--- src/rtl/su_pkg.sv ---
// Shared types and helpers for the su_adder sequencer: state encoding,
// default widths and the unroll-configuration legality check.
package su_pkg;

  localparam int NUM_BITWIDTH  = 5;
  localparam int TILE_BITWIDTH = 8;

  typedef enum logic [2:0] {
    IDLE    = 3'd0,
    WAIT_PE = 3'd1,
    DRAIN   = 3'd2,
    GAP     = 3'd3,
    FIN     = 3'd4
  } state_t;

  // Product is formed at full double width so e.g. 31*31 cannot alias into range.
  function automatic logic cfg_valid(
    input logic [NUM_BITWIDTH-1:0]  irrel,
    input logic [NUM_BITWIDTH-1:0]  rel,
    input logic [TILE_BITWIDTH-1:0] tiles,
    input int unsigned              col
  );
    logic [2*NUM_BITWIDTH-1:0] prod;
    prod = {{NUM_BITWIDTH{1'b0}}, irrel} * {{NUM_BITWIDTH{1'b0}}, rel};
    return (irrel != '0) && (rel != '0) && (tiles != '0) && (32'(prod) <= col);
  endfunction

endpackage

--- src/rtl/su_gap_timer.sv ---
// Loadable down-counter timing the idle gap between psum drains; expire marks
// the final gap cycle and doubles as the pe_resume strobe request.
module su_gap_timer #(
  parameter int GAP_CYCLES = 2
) (
  input  logic clk,
  input  logic reset,
  input  logic load,
  output logic expire
);

  localparam int CW = $clog2(GAP_CYCLES + 1);

  logic [CW-1:0] cnt;

  always_ff @(posedge clk or negedge reset) begin
    if (!reset) begin
      cnt <= '0;
    end else if (load) begin
      cnt <= CW'(GAP_CYCLES);
    end else if (cnt != '0) begin
      cnt <= cnt - CW'(1);
    end
  end

  assign expire = (cnt == CW'(1));

endmodule

--- src/rtl/su_adder_ctrl.sv ---
// Sequencer between the layer controller and the PE array / su_adder pair.
// Optional SU_ADDER_CTRL_PERF_EN adds DRAIN / WAIT_PE cycle counters.
module su_adder_ctrl #(
  parameter int ROW           = 16,
  parameter int COL           = 16,
  parameter int NUM_BITWIDTH  = 5,
  parameter int TILE_BITWIDTH = 8,
  parameter int GAP_CYCLES    = 2
) (
  input  logic                     clk,
  input  logic                     reset,
  input  logic                     start,
  input  logic [NUM_BITWIDTH-1:0]  cfg_irrel_num,
  input  logic [NUM_BITWIDTH-1:0]  cfg_rel_num,
  input  logic [TILE_BITWIDTH-1:0] cfg_tile_num,
  input  logic                     pe_done,
  input  logic                     su_add_finish,
  output logic [NUM_BITWIDTH-1:0]  irrel_num,
  output logic [NUM_BITWIDTH-1:0]  rel_num,
  output logic                     pe_psum_finish,
  output logic                     conv_finish,
  output logic                     pe_resume,
  output logic [TILE_BITWIDTH-1:0] tile_idx,
  output logic                     busy,
  output logic                     done,
  output logic                     cfg_err
`ifdef SU_ADDER_CTRL_PERF_EN
  ,
  output logic [31:0]              perf_drain_cycles,
  output logic [31:0]              perf_wait_cycles
`endif
);

  import su_pkg::*;

  if (ROW < 1 || COL < 1 || GAP_CYCLES < 1) begin : g_param_chk
    $error("su_adder_ctrl: ROW, COL and GAP_CYCLES must be >= 1");
  end

  state_t                   state;
  logic [TILE_BITWIDTH-1:0] tile_num;
  logic                     last_tile;
  logic                     start_ok;
  logic                     gap_load;
  logic                     gap_expire;

  assign last_tile = (tile_idx == tile_num - TILE_BITWIDTH'(1));
  assign start_ok  = start && cfg_valid(cfg_irrel_num, cfg_rel_num, cfg_tile_num, COL);
  assign gap_load  = (state == DRAIN) && su_add_finish && !last_tile;
  assign busy      = (state != IDLE);

  su_gap_timer #(
    .GAP_CYCLES(GAP_CYCLES)
  ) u_gap_timer (
    .clk   (clk),
    .reset (reset),
    .load  (gap_load),
    .expire(gap_expire)
  );

  always_ff @(posedge clk or negedge reset) begin
    if (!reset) begin
      state          <= IDLE;
      irrel_num      <= '0;
      rel_num        <= '0;
      tile_num       <= '0;
      tile_idx       <= '0;
      pe_psum_finish <= 1'b0;
      conv_finish    <= 1'b0;
      pe_resume      <= 1'b0;
      done           <= 1'b0;
      cfg_err        <= 1'b0;
    end else begin
      pe_resume <= 1'b0;
      done      <= 1'b0;
      cfg_err   <= 1'b0;
      case (state)
        IDLE: begin
          if (start_ok) begin
            irrel_num <= cfg_irrel_num;
            rel_num   <= cfg_rel_num;
            tile_num  <= cfg_tile_num;
            tile_idx  <= '0;
            pe_resume <= 1'b1;
            state     <= WAIT_PE;
          end else if (start) begin
            cfg_err <= 1'b1;
          end
        end
        WAIT_PE: begin
          if (pe_done) begin
            pe_psum_finish <= 1'b1;
            conv_finish    <= last_tile;
            state          <= DRAIN;
          end
        end
        DRAIN: begin
          // pe_done here is a protocol violation by the PE array and is dropped.
          if (su_add_finish) begin
            pe_psum_finish <= 1'b0;
            conv_finish    <= 1'b0;
            if (last_tile) begin
              done  <= 1'b1;
              state <= FIN;
            end else begin
              tile_idx <= tile_idx + TILE_BITWIDTH'(1);
              state    <= GAP;
            end
          end
        end
        GAP: begin
          if (gap_expire) begin
            pe_resume <= 1'b1;
            state     <= WAIT_PE;
          end
        end
        FIN: begin
          state <= IDLE;
        end
        default: begin
          state <= IDLE;
        end
      endcase
    end
  end

`ifdef SU_ADDER_CTRL_PERF_EN
  always_ff @(posedge clk or negedge reset) begin
    if (!reset) begin
      perf_drain_cycles <= '0;
      perf_wait_cycles  <= '0;
    end else if (state == IDLE) begin
      if (start_ok) begin
        perf_drain_cycles <= '0;
        perf_wait_cycles  <= '0;
      end
    end else begin
      if (state == DRAIN && perf_drain_cycles != '1) begin
        perf_drain_cycles <= perf_drain_cycles + 32'd1;
      end
      if (state == WAIT_PE && perf_wait_cycles != '1) begin
        perf_wait_cycles <= perf_wait_cycles + 32'd1;
      end
    end
  end
`endif

endmodule

--- config.mk ---
export PLATFORM = sky130hd
export DESIGN_NAME = su_adder_ctrl
export DESIGN_NICKNAME = d
export VERILOG_FILES = /design/src/rtl/su_pkg.sv /design/src/rtl/su_gap_timer.sv /design/src/rtl/su_adder_ctrl.sv
export SDC_FILE = /design/constraint.sdc
export NUM_CORES = 1
export LEC_CHECK = 0
export BUFFER_PORTS_ARGS = -buffer_cell sky130_fd_sc_hd__clkbuf_2
export CORE_ASPECT_RATIO = 1.5
export CORE_MARGIN = 10
export CORE_UTILIZATION = 40
export CTS_CLUSTER_DIAMETER = 150
export DETAILED_ROUTE_END_ITERATION = 16
export PLACE_DENSITY_LB_ADDON = 0.1
export SYNTH_ARGS = -nofsm -noshare
export SYNTH_HDL_FRONTEND = slang
export SYNTH_SLANG_ARGS = --single-unit
--- constraint.sdc ---
create_clock -name clk -period 2.9 [get_ports clk]
set_input_delay 0.435 -clock clk [delete_from_list [all_inputs] [get_ports clk]]
set_output_delay 0.435 -clock clk [all_outputs]
set_load 0.05 [all_outputs]
## After elaboration in Yosys (flattened, before gate mapping)

Cells that the tools add are included.

- Bitwise gates (word level): 0
- Div/mod/pow operators: 0
- Mux-type cells: 26
- Magnitude comparators: 1
- $mul: 1
- Reductions and logical operators: 20
- Equality and inequality tests: 10
- $add $sub $neg: 3
- Shifts and indexed selects: 0

Operators by type and width:

| operator | count |
|---|---|
| $mux W8 | 3 |
| $pmux W8 S2 | 1 |
| $mux W3 | 5 |
| $pmux W3 S4 | 1 |
| $mux W1 | 11 |
| $le A10 B5 Y1 const B | 1 |
| $mul A5 B5 Y10 | 1 |
| $ne A2 B2 Y1 const B | 5 |
| $reduce_bool A5 Y1 | 2 |
| $add A8 B1 Y8 const B | 1 |
| $eq A8 B8 Y1 | 1 |
| $reduce_and A4 Y1 | 2 |
| $reduce_bool A2 Y1 | 4 |
| $reduce_bool A8 Y1 | 1 |
| $sub A8 B1 Y8 const B | 1 |
| $eq A3 B2 Y1 const B | 2 |
| $logic_and A1 B1 Y1 | 6 |
| $pmux W1 S2 | 3 |
| $mux W2 | 2 |
| $eq A3 B1 Y1 const B | 1 |
| $logic_not A3 Y1 | 1 |
| $reduce_and A3 Y1 | 1 |
| $reduce_bool A3 Y1 | 1 |
| $eq A2 B1 Y1 const B | 1 |
| other kinds (3) | 3 |

- Bits in latches: 0
- Register bits: 36
- Memories kept: 0
- RAM bits: 0
- Bits in read-only memories: 0
- Output and inout bits: 24
- Input port bits: 23
- Word-level logic and storage cells: 72

## Longest topological paths before layout

- Word-level depth: 7
- Gate-level depth with buffers: 15
- Depth with buffers taken out: 13

## Modules after synthesis

Synthesis repeated with hierarchy kept, for this count alone.

- Cell total of the unflattened synthesis: 283
- Area, all modules: 2761.4 um^2

Modules (own cells, without submodules):

| module | instances | seq. area each (um^2) | area an instance (um^2) | cells an instance |
|---|---|---|---|---|
| su_adder_ctrl | 1 | 850.8 | 2646.3 | 272 |
| su_gap_timer | 1 | 50.0 | 115.1 | 11 |

## Least setup slack after synthesis

No wires, ideal clock.

- Path kind: input to register
- From: in cfg_rel_num[4]
- To: reg tile_num[6]
- Setup time: 0.127 ns
- Data required time: 2.773 ns
- Stages: 13
- Arrival: 4.252 ns
- Path buffers: 2
- Path slack: -1.479 ns
- Cell sequence: nand2_1 > fa_1 > fa_1 > fa_1 > inv_1 > ha_1 > and3_4 > or4_1 > a222oi_1 > and4_1 > buf_4 > buf_6 > mux2_1

- Word-level cells in the longest chain between the ends: 6
- Elaborated cells on any way between the ends: 8
- Those cells by class: mul: 1; order compare: 1; reduce/logical: 6

Ends and longest elaborated chain:

| item | line | text |
|---|---|---|
| start: declaration | su_adder_ctrl.sv:14 | `input logic [NUM_BITWIDTH-1:0] cfg_rel_num,` |
| branches (longest 3 deep; another with $mul A5 B5 Y10) | n/a |  |
| $logic_and A1 B1 Y1 (*) | su_pkg.sv:25 | `return (irrel != '0) && (rel != '0) && (tiles != '0) && (32'(prod) <= col);` |
| $logic_and A1 B1 Y1 (*) | su_adder_ctrl.sv:48 | `assign start_ok = start && cfg_valid(cfg_irrel_num, cfg_rel_num, cfg_tile_num, COL);` |
| $reduce_and A2 Y1 (no source line) (*) | n/a |  |
| end signal: assignment | su_adder_ctrl.sv:82 | `tile_num <= cfg_tile_num;` |
| end: declaration | su_adder_ctrl.sv:41 | `logic [TILE_BITWIDTH-1:0] tile_num;` |

Every way passes the cells marked *.
A chain may end at the register's enable or synchronous reset.

## Final worst setup path

- From: in cfg_rel_num[4]
- To: reg tile_num[2]

Same word-level chain as after synthesis.

==> flow_summary.yaml <==
floorplanning:
  core_area_sq_um: 6530
  die-area_sq_um: 10500
  die_h_um: 121
  initial_core_util: 0.414
  ios: 47
  die_w_um: 87.1
  rows: 36
timing:
  postLayoutSetupSlackWorst_ns: -1.03
  worst_slew_pin_slew_ns: 0.948
  fin_hold_ws_ns: 0.278
  hold_violations: 0
  finalSetupTns_ns: -27.94
  max_freq_ghz: 0.254
  min_period_over_period: 1.36
  slew_headroom: 0.368
  min_period_ns: 3.93
  clock_skew_ns: 0.00811
  setup_viol: 29
  slew_violations: 0
  rsz0062_at_grt: "yes"
power:
  leakage_nw: 1.79
  power_mw: 2.58
  swShare: 0.444
  power_density_nw_per_um2: 718
  clkPwrFrac: 0.155
  seqPwrFrac: 0.299
  peakVddDrop_v: 0.000383
  combPwrFrac: 0.546
  internal_power_mw: 1.44
  p_sw_mw: 1.15
grt:
  grt-ovfl-total: 0
  grt_pass1_wl_um: 12300
  grt_max_degree: 37
  antenna_found_initial: 0
  grt_pass1_vias: 2526
  grtUsageTotal: 0.144
clock_tree:
  cts-hold-fix-buffers: 0
  clock-root-buffer: "clkbuf_8"
  cts_buffer_depth: 2
  cts_tree: "done"
  clkLatencyLatePin_ns: 0.29
  htree_levels: 2
  clock_sinks: 36
  clkTransAtPathRegs_ns: 0.08
  cts_made_buffers: 5
synthesis:
  synthMuxAreaShare: 0.0828
  synth-seq-area-share: 0.333
  async_flop_share: 1.00
  synthAdderAreaFrac: 0.168
  yosysWarningCount: 0
  synth_compound_area_frac: 0.133
  synth_edf_count: 0
  synthXorXnorAreaFrac: 0.0389
  synth_area_sq_um: 2700
  ys_ff_latch: 36
  syn_nets: 323
  synth_cells: 269
  synth_top_family_by_area: "simple AND/OR/NAND/NOR gates"
  postSynthAreaPerCell_sq_um: 10.1
  ys_types: 53
  synth-main-ff-cell: "dfrtp_1"
  yosys.area_share.simple: 0.200
layout:
  syn_to_final_growth_pct: 32.9
  final_cell_mix: "clkbuf_2 (40), buf_4 (39), dfrtp_1 (36)"
  layout_commonest_cell: "clkbuf_2"
  stdcell_count: 431
  diodes: 0
  drive_gt1_frac: 0.372
  final_nets: 408
setup_path:
  cp_data_arrival_time_ns: 4.11
  r2r_cells: 8
  crit_path_end_kind: "flop"
  r2r-end: "tile_idx[3]$_DFFE_PN0P_"
  cp-start-kind: "input pin"
  worstPathRequired_ns: 3.08
  reg2reg_slack_ns: 0.31
  worst-setup-path-type: "in -> reg"
  reg2reg_from: "tile_num[0]$_DFFE_PN0P_"
  crit_fanout: 7
status:
  status: "finished with violations"
  failed_checks: "negative setup slack"
route:
  drc_errors: 0
  drt_iter0_drc: 74
  antenna_left: 0
  via_per_inst: 5.45
  dr.pass1.iters: 4
  vias: 2350
  drt_wl_total_um: 7220
  wl_per_cell_um: 16.8
placement:
  dp.cells: 420
  gp_congestion: 0.820
  dp_hpwl_um: 5750
  port_buffers: 46
worst_hold_path:
  hp-class: "in -> async"
run:
  drv_cap: 0
-- per-layer routing --
metal | global-route usage | wire length [um] | vias to the layer above
li1 | - | - | 1139
met2 | 0.267 | 3990 | 43
met3 | 0.0276 | 241 | 13
met4 | 0.0530 | 178 | 0
met5 | 0 | 0 | -
met1 | 0.154 | 2810 | 1155
-- cell type report --
class,instances,area (sq um)
clock inverters,2,13.8
well taps,76,95.1
fillers,590,2940
clock buffers,6,82.6
repair buffers,88,654
flip-flops and latches,36,901
multi-input cells,208,1790
inverters,15,56.3
-- flip-flops by register name, indices dropped and copies added, names as in the netlist --
name / count
irrel_num: 5
tile_idx: 8
done: 1
u_gap_timer.cnt: 2
conv_finish: 1
cfg_err: 1
pe_psum_finish: 1
tile_num: 8
rel_num: 5
state: 3
pe_resume: 1
-- metrics by stage --
step           setup slack, ns  area, sq um   util
2_1_floorplan            -1.22         2770      -
3_3_place_gp             -1.41         3340  0.512
6_report                 -1.03         3590  0.550
4_1_cts                 -0.991         3540  0.543
5_1_grt                  -1.14         3590  0.550
3_5_place_dp             -1.42         3340  0.512
-- critical path: stages --
cell and delay, ns:
buf_8 0.08, nand2_4 0.05, fa_1 0.57, fa_1 0.44, fa_1 0.54, inv_2 0.05
ha_4 0.21, and3_4 0.15, or4_1 0.51, a222oi_1 0.26, buf_4 0.18, and4_4 0.31
mux2_4 0.31
-- cell families (layout without fill, tap and decap cells) --
| kind of cell | count (synthesis) | in the layout |
|---|---|---|
| multiplexers | 18 | 18 |
| AND/OR/NAND/NOR | 95 | 95 |
| buffers and inverters | 25 | 111 |
| AO/OA/AOI/OAI | 52 | 52 |
| XOR/XNOR | 12 | 12 |
| adder cells (fa/ha/maj) | 31 | 31 |
| flip-flops | 36 | 36 |
-- synth_stat cells (all sizes together) (3+ instances only) --
cell type   n  area [sq um]
nor2b       4          25.0
mux2       17           214
clkbuf      5          18.8
nand4       7          50.1
a21o        3          25.0
buf         5          42.5
ha         22           275
nor2        8          30.0
nand2b      3          18.8
inv        15          56.3
o211ai      3          22.5
xor2        5          43.8
nand3       5          25.0
xnor2       7          61.3
o31ai       7          52.6
or4         9          67.6
nand2      24          90.1
a21oi      10          50.1
fa          9           180
and2       19           119
o21ai      10          50.1
or3         3          18.8
dfrtp      36           901
-- power groups by stage --
stage / sequential [mW] / clock [mW] / combinational [mW]
5_1_grt: 0.796 / 0.431 / 1.54
4_1_cts: 0.772 / 0.408 / 1.41
2_1_floorplan: 0.998 / 0 / 0.689
6_report: 0.772 / 0.399 / 1.41
3_5_place_dp: 0.780 / 0 / 1.36
3_3_place_gp: 0.776 / 0 / 1.34
-- how the worst max path moves through the flow --
| stage | from | end | slack, ns | depth (start not counted) |
|---|---|---|---|---|
| after floorplan | cfg_rel_num[2] | tile_num[6]$_DFFE_PN0P_ | -1.22 | 13 |
| after global routing | cfg_rel_num[4] | tile_num[3]$_DFFE_PN0P_ | -1.14 | 13 |
| after global placement | cfg_rel_num[2] | tile_num[7]$_DFFE_PN0P_ | -1.41 | 14 |
| after detailed placement | cfg_rel_num[2] | tile_num[4]$_DFFE_PN0P_ | -1.42 | 14 |
| final | cfg_rel_num[4] | tile_num[2]$_DFFE_PN0P_ | -1.03 | 13 |
| after CTS | cfg_rel_num[2] | tile_num[3]$_DFFE_PN0P_ | -0.99 | 14 |
-- timing repair --
item | CTS | global route
setup buffers | 3 | 2
endpoints found under the hold margin | 0 | 0
resized for setup | 16 | 20
pin swaps | 3 | 7
endpoints found under the setup margin | 29 | 29
Note: power is estimated with default switching activity, not from simulation.
